$ cat config.mk
export PLATFORM = sky130hd
export DESIGN_NAME = datapath
export DESIGN_NICKNAME = d
export VERILOG_FILES = /design/src/rtl/datapath.sv
export SDC_FILE = /design/constraint.sdc
export NUM_CORES = 1
export LEC_CHECK = 0
export ABC_AREA = 1
export CAP_MARGIN = 20
export CORE_ASPECT_RATIO = 1.75
export CORE_MARGIN = 5
export CORE_UTILIZATION = 55
export CTS_BUF_LIST = sky130_fd_sc_hd__clkbuf_4 sky130_fd_sc_hd__clkbuf_8 sky130_fd_sc_hd__clkbuf_16
export DETAILED_ROUTE_END_ITERATION = 6
export GPL_TIMING_DRIVEN = 0
export MAX_ROUTING_LAYER = met4
export PLACE_DENSITY = 0.88
export SLEW_MARGIN = 5
export SYNTH_ARGS = -nofsm -noshare
export SYNTH_HDL_FRONTEND = slang
export SYNTH_SLANG_ARGS = --single-unit
export TNS_END_PERCENT = 30
$ cat constraint.sdc
create_clock -name clock -period 3.5 [get_ports clock]
set_input_delay 0.525 -clock clock [delete_from_list [all_inputs] [get_ports clock]]
set_output_delay 0.525 -clock clock [all_outputs]
set_load 0.1 [all_outputs]
$ cat src/rtl/datapath.sv
// DE1 execution datapath: PC, IR, accumulator A, add/sub ALU and a unified
// instruction/data memory with a program-load port, steered by CU strobes.
module datapath #(
   parameter int DATA_WIDTH = 8,
   parameter int ADDR_WIDTH = 5
) (
   input  logic                  clock,
   input  logic                  reset,
   input  logic                  IRload,
   input  logic                  JMPmux,
   input  logic                  PCload,
   input  logic                  Meminst,
   input  logic                  MemWr,
   input  logic                  Aload,
   input  logic                  Sub,
   input  logic [1:0]            Asel,
   input  logic                  Halt,
   input  logic [DATA_WIDTH-1:0] Input,
   input  logic                  PgmWr,
   input  logic [ADDR_WIDTH-1:0] PgmAddr,
   input  logic [DATA_WIDTH-1:0] PgmData,
   output logic [2:0]            IR,
   output logic                  Aeq0,
   output logic                  Apos,
   output logic [DATA_WIDTH-1:0] Output,
   output logic                  Halted,
   output logic [ADDR_WIDTH-1:0] PC_out
);

   localparam int DEPTH = 2 ** ADDR_WIDTH;

   logic [DATA_WIDTH-1:0] mem_q [DEPTH];
   logic [ADDR_WIDTH-1:0] pc_q, pc_d;
   logic [DATA_WIDTH-1:0] ir_q, ir_d;
   logic [DATA_WIDTH-1:0] a_q, a_d;
   logic                  halted_q;

   logic [ADDR_WIDTH-1:0] operand;
   logic [ADDR_WIDTH-1:0] mem_addr;
   logic [DATA_WIDTH-1:0] mem_rdata;
   logic [DATA_WIDTH-1:0] alu_result;

   assign operand    = ir_q[ADDR_WIDTH-1:0];
   assign mem_addr   = Meminst ? pc_q : operand;
   assign mem_rdata  = mem_q[mem_addr];
   assign alu_result = Sub ? (a_q - mem_rdata) : (a_q + mem_rdata);

   always_comb begin
      pc_d = pc_q;
      ir_d = ir_q;
      a_d  = a_q;
      if (PCload) begin
         pc_d = JMPmux ? operand : pc_q + ADDR_WIDTH'(1);
      end
      if (IRload) begin
         ir_d = mem_rdata;
      end
      if (Aload) begin
         case (Asel)
            2'b00:   a_d = alu_result;
            2'b01:   a_d = Input;
            2'b10:   a_d = mem_rdata;
            default: a_d = '0;
         endcase
      end
   end

   always_ff @(posedge clock or posedge reset) begin
      if (reset) begin
         pc_q     <= '0;
         ir_q     <= '0;
         a_q      <= '0;
         halted_q <= 1'b0;
      end else begin
         pc_q     <= pc_d;
         ir_q     <= ir_d;
         a_q      <= a_d;
         halted_q <= Halt;
      end
   end

   // Memory is never cleared; any write sampled while reset is high is dropped.
   always_ff @(posedge clock) begin
      if (!reset) begin
         if (PgmWr) begin
            mem_q[PgmAddr] <= PgmData;
         end else if (MemWr) begin
            mem_q[mem_addr] <= a_q;
         end
      end
   end

   assign IR     = ir_q[DATA_WIDTH-1 -: 3];
   assign Aeq0   = (a_q == '0);
   assign Apos   = ~a_q[DATA_WIDTH-1];
   assign Output = a_q;
   assign Halted = halted_q;
   assign PC_out = pc_q;

endmodule

* Word level (Yosys, flattened, before mapping)
Memory sizes are Yosys's and may differ from the RTL's.
Index checks and enable logic that the tools add are counted.
** Word-level totals
- Bits in registers :: 22
- Memory bits (writable) :: 256
- Input port bits :: 34
- Logic and storage cells :: 28
- Memories kept :: 1
** Cells by class
- Add/sub/neg operators :: 3
- Eq/ne operators :: 2
- Muxes and demuxes :: 14
- Bitwise gates (word level) :: 1
- Reductions and logical operators :: 3
** Memory list
- mem_q :: words 32, width 8, read ports 1, clocked after memory_dff 0, wr ports 1, line 32 : logic [DATA_WIDTH-1:0] mem_q [DEPTH];
** Operator list (count)
- case mux 8 bit (3 select lines) :: 1
- two-way mux 8 bit :: 2
- two-way mux 5 bit :: 3
- adder 8 bit :: 1
- zero test 8 bit :: 1
- two-way mux 1 bit :: 8
- OR reduction 8 bit :: 1
- subtractor 8 bit :: 1
- adder 5 x 1 -> 5 bit, second input constant :: 1
- == test 2 x 1 -> 1 bit, second input constant :: 1
- == test 2 bit, second input constant :: 1
- zero test 2 bit :: 1
- NOT 1 bit :: 1

* Logic depth before layout (Yosys ltp)
- Depth after elaboration :: 6
- Depth in mapped cells :: 30
- Gate-level depth less buffers :: 28

* Least setup slack after synthesis
No wires, ideal clock.
- Path kind :: reg-to-reg
- Start point :: reg pc_q[0] (netlist: PC_out[0])
- End point :: reg a_q[7] (netlist: Output[7])
- Library setup time :: 117 ps
- Data arrival time :: 3901 ps
- Setup slack :: -518 ps
- Stages on the path, launching flop included :: 28
- Buffers on the path :: 1
- Clock period less this slack :: 4018 ps
- Cells stage by stage :: dfrtp_1 -> inv_1 -> nand2_2 -> nand2_4 -> buf_4 -> nor2_1 -> nor2_1 -> o21ai_1 -> nand3_1 -> nand3_1 -> nand3_1 -> nand2_2 -> ha_1 -> nand3_1 -> o31ai_2 -> xor2_1 -> ha_1 -> a21oi_1 -> o21ai_0 -> a31oi_1 -> nand3b_1 -> nand3_1 -> nand2_1 -> nand3_1 -> nand3_1 -> nand2_1 -> nand2_1 -> nand2_1
** Between the ends
- Longest elaborated chain between the ends :: 5
- Elaborated cells on any way between the ends :: 6
** Ends and longest elaborated chain
- start, declared :: line 33 : logic [ADDR_WIDTH-1:0] pc_q, pc_d;
- start signal, assigned :: line 75 : pc_q <= pc_d;
- two-way mux 5 bit (*) :: line 44 : assign mem_addr = Meminst ? pc_q : operand;
- memory (32 x 8 bit) (*)
- adder 8 bit / subtractor 8 bit (equally long branches) :: line 46 : assign alu_result = Sub ? (a_q - mem_rdata) : (a_q + mem_rdata);
- two-way mux 8 bit :: line 46
- case mux 8 bit (3 select lines) (*) :: line 59 : case (Asel)
- end signal, assigned :: line 72 : a_q <= '0;
- end signal, assigned :: line 77 : a_q <= a_d;
- end, declared :: line 35 : logic [DATA_WIDTH-1:0] a_q, a_d;
Every way passes the cells marked *; elsewhere a longest branch is shown, timed or not.
A chain may end at the register's enable or synchronous reset.

* Worst setup path after layout
- Start point :: reg pc_q[0] (netlist: PC_out[0])
- End point :: reg a_q[6] (netlist: Output[6])
Same word-level chain as after synthesis.

==> reports/qor_table.md <==
| Step | Parameter | Reported |
|---|---|---|
| logic synthesis | Distinct cells, synth | 39 |
| worst setup path | Cell family with most CP delay | simple AND/OR/NAND/NOR gates |
| placed design | Placed instance area | 0.0141 sq mm |
| global routing | Vias in the first global route | 10500 |
| logic synthesis | Post-synthesis mux area share | 0% |
| floorplanning | Horizontal extent of the die | 126 um |
| routing | Pre-Repair DR Iteration Count | 7 |
| global routing | Number of antenna violations at the first check in global routing | 0 |
| worst setup path | Largest fanout on the critical path | 7 |
| logic synthesis | Adder-Cell Fraction of Synth Area | 1.02% |
| placed design | Total instance count after detailed placement | 1684 |
| sta | Fin crit period | 4.11 ns |
| routing | Routed via count | 10700 |
| routing | WL final | 45400 um |
| floorplanning | Die Height | 213 um |
| logic synthesis | Syn avg cell area | 9.83 sq um |
| logic synthesis | Biggest area contributors in the synthesized netlist | edfxtp_1, nand2_1, nand3_1 |
| clock network | Number of CTS-inserted buffers | 25 |
| routing | Routed WL per cell | 25.6 um |
| global routing | Largest net degree at the start of global routing | 33 |
| routing | Routed via count divided by cell count | 6.03 |
| logic synthesis | Part of the Yosys area used for sequential elements | 63.4% |
| clock network | Clock-pin transition on the worst setup and hold timing paths | 0.07 ns |
| floorplanning | Overall die area | 0.0269 sq mm |
| outcome | Violations in the final reports | setup timing |
| placed design | Total of buffers placed on input and output ports | 50 |
| final layout | Util after Layout | 69.0% |
| hold path | Path type of the worst min-delay path | in -> reg |
| logic synthesis | Synthesized instance count | 1322 |
| sta | Final setup TNS | -1.89 ns |
| sta | Final worst clock skew | 0.0221 ns |
| sta | Pins Over Slew Limit | 0 |
| worst setup path | Critical path data required time | 3.91 ns |
| clock network | Sinks on Clock Net | 278 |
| worst setup path | Category of the critical setup timing path | reg -> reg |
| logic synthesis | Combinational family with the most area after synthesis | simple AND/OR/NAND/NOR gates |
| clock network | Clock Path Buffers | 3 |
| sta | Final worst path period share | 118% |
| final layout | Layout cells sized above 1 | 18.5% |
| logic synthesis | Top cell type by total area after synthesis | edfxtp_1 |
| logic synthesis | Synth top area share | 59.2% |
| sta | Finish-stage setup viols | 5 |
| pwr | Peak VDD IR | 0.468 mV |
| floorplanning | Initial cell density of the core | 55.7% |
| floorplanning | Placeable Area | 0.0233 sq mm |
| placed design | Final HPWL from detailed placement | 30100 um |
| final layout | Number of diodes | 0 |
| sta | Actual slew at the worst max-slew pin | 1.00 ns |
| routing | Number of remaining DRC errors | 0 |
| final layout | Count of nets after finishing | 1497 |
| floorplanning | I/O pin count | 53 |
| pwr | Leakage | 6.69 nW |
| clock network | Clk root buf | clkbuf_16 |
| logic synthesis | Simple-gate portion of the synthesized area | 22.4% |
| logic synthesis | Main flop type after synthesis | edfxtp_1 |
| worst setup path | Crit path arrival time | 4.52 ns |
| job | Max-cap violations | 0 |
| logic synthesis | Cell area after technology mapping | 0.0130 sq mm |
| worst setup path | Most common cell on crit path | nand2_1 |
| logic synthesis | Number of synthesized flops with an enable pin | 256 |
| final layout | Finished Layout Cells | 1774 |
| logic synthesis | FFs w/ async S/R, synth | 7.91% |
| logic synthesis | Number of synthesized register bits | 278 |
| global routing | Aggregate global-route resource usage | 34.2% |
| worst setup path | Crit-path max cell delay | 0.51 ns |
| logic synthesis | Post-synth net total | 1366 |
| global routing | Overflow after GRT | 0 |
| worst setup path | Endpoint type of the worst setup path | flip-flop |
| worst setup path | Number of buffer and inverter instances along the worst setup path | 5 |
| sta | Number of hold-slack violations in the final timing report | 0 |
| logic synthesis | Post-synthesis xor/xnor area fraction | 0.472% |
| logic synthesis | Area fraction in compound gates after synthesis | 3.85% |
| final layout | Synthesis-to-finish area growth | 24.0% |
| sta | Smallest setup slack after layout | -0.613 ns |
| clock network | Number of H-tree levels | 1 |
| floorplanning | FP Rows | 74 |
| global routing | Global-route wire length before repair | 65100 um |
| worst setup path | Startpoint kind of the worst setup timing path | flip-flop |
| final layout | Design Area, Final | 0.0161 sq mm |
| logic synthesis | Number of synthesis warnings | 0 |
| outcome | Run status | finished with violations |
| clock network | CTS tree | yes |
| worst setup path | CP max-delay cell | dfrtp_4 |
| sta | Max-slew headroom at the worst pin | 33.0% |
| sta | F_max | 243 MHz |
| clock network | Count of hold buffers inserted by post-cts repair | 0 |
| routing | ANT nets after route | 0 |
| pwr | Power density cells | 818 mW/mm^2 |
| placed design | Routability congestion estimate | 0.994 |
| sta | RSZ-0062 raised after global routing | true |
| clock network | Clock latency on the worst-skew pair | 0.54 ns |
| routing | Iteration-0 DRC Markers | 1267 |
==> final cells by class <==
type	instances	area, sq um
Fill cell	1645	7220
Timing Repair Buffer	103	1060
Timing Repair inverter	1	5.00
Clock inverter	19	234
Buffer	60	612
Tap cell	304	380
Inverter	208	790
Multi-Input combinational cell	776	4150
Clock buffer	25	626
Sequential cell	278	8250
==> report_power, final <==
group / switching, mW / internal [mW]
clock: 1.24 / 1.68
combinational: 4.22 / 2.10
sequential: 0.110 / 3.81
total: 5.58 / 7.60
==> cells in the mapped netlist, types with 2 or more instances <==
cell / number
nand2_1: 368
xor2_1: 7
o21ai_0: 46
buf_4: 14
nand2_2: 7
nor2_1: 60
buf_6: 6
nand3b_1: 15
clkbuf_1: 13
ha_1: 9
nand3_1: 217
buf_1: 2
buf_2: 24
edfxtp_1: 256
inv_1: 205
clkinv_1: 2
nand4_1: 2
nand2_4: 3
o21ai_2: 3
a21oi_1: 9
o221ai_1: 3
o211ai_1: 9
o21ai_1: 4
dfrtp_1: 22
o22ai_1: 2
==> placed cells by master (no fill, tap or decap), types with 9 or more instances in the layout <==
cell,n
edfxtp_1,256
nand3b_1,15
o21ai_1,11
clkbuf_16,25
nand2_1,359
buf_8,12
buf_12,15
dfrtp_1,16
nand2_2,9
buf_4,50
buf_6,11
o21ai_0,29
clkdlybuf4s50_1,49
nor2_1,24
nor2_2,26
buf_2,9
nand3_2,22
o211ai_1,9
nor2_4,10
nand3_1,190
inv_1,199
==> cells by family (layout without fill, tap and decap cells) <==
| kind of cell | after synthesis | count (layout) |
|---|---|---|
| and+or+nand+nor | 675 | 675 |
| DFF | 278 | 278 |
| buffers and inverters | 268 | 416 |
| AOI/OAI and AO/OA | 84 | 84 |
| adders and majority gates | 10 | 10 |
| xor gates and xnor gates | 7 | 7 |
==> registers in the layout, indices dropped and copies added, names as in the netlist <==
name / count
Output: 8
mem_q: 256
Halted: 1
ir_q: 8
PC_out: 5
==> path summary, 6_finish.rpt <==
path	start	end	slack, ns	depth (start not counted)
min	PCload	PC_out[1]$_DFFE_PP0P_	0.39	3
min reg2reg	ir_q[6]$_DFFE_PP0P_	ir_q[6]$_DFFE_PP0P_	0.49	2
max	PC_out[0]$_DFFE_PP0P_	Output[6]$_DFFE_PP0P_	-0.61	27
max reg2reg	PC_out[0]$_DFFE_PP0P_	Output[6]$_DFFE_PP0P_	-0.61	27
min in group asynchronous	reset	PC_out[4]$_DFFE_PP0P_	0.60	3
max in group asynchronous	reset	PC_out[0]$_DFFE_PP0P_	2.41	2
==> through the flow <==
step	hold slack, ns	worst slack [ns]	total power [mW]
after floorplan	0.453	-0.0614	6.99
after global placement	0.467	-3.11	8.57
after detailed placement	0.484	-1.76	8.74
after CTS	0.385	-0.388	12.4
after global routing	0.426	-0.760	13.5
final	0.390	-0.613	13.2
==> per-layer routing <==
| metal | GRT usage (%) | share of wire (%) | vias to the layer above |
|---|---|---|---|
| met5 | - | 0 | - |
| met4 | 27.2 | 10 | 0 |
| met3 | 5.66 | 9.5 | 282 |
| met2 | 57.4 | 49 | 746 |
| met1 | 35.5 | 31 | 5064 |
| li1 | - | - | 4604 |
==> repair_timing <==
item,in CTS,in global routing
setup endpoints to repair,297,262
gates resized for setup,164,46
setup buffers,27,16
pin swaps,32,41
gates cloned,3,0
==> worst min-delay path: cells and delay by family <==
family / cells / cell delay (ns)
AOI/OAI and AO/OA: 2 / 0.20
buffers and inverters: 1 / 0.17
No activity file was read; power rests on OpenSTA's default activity.
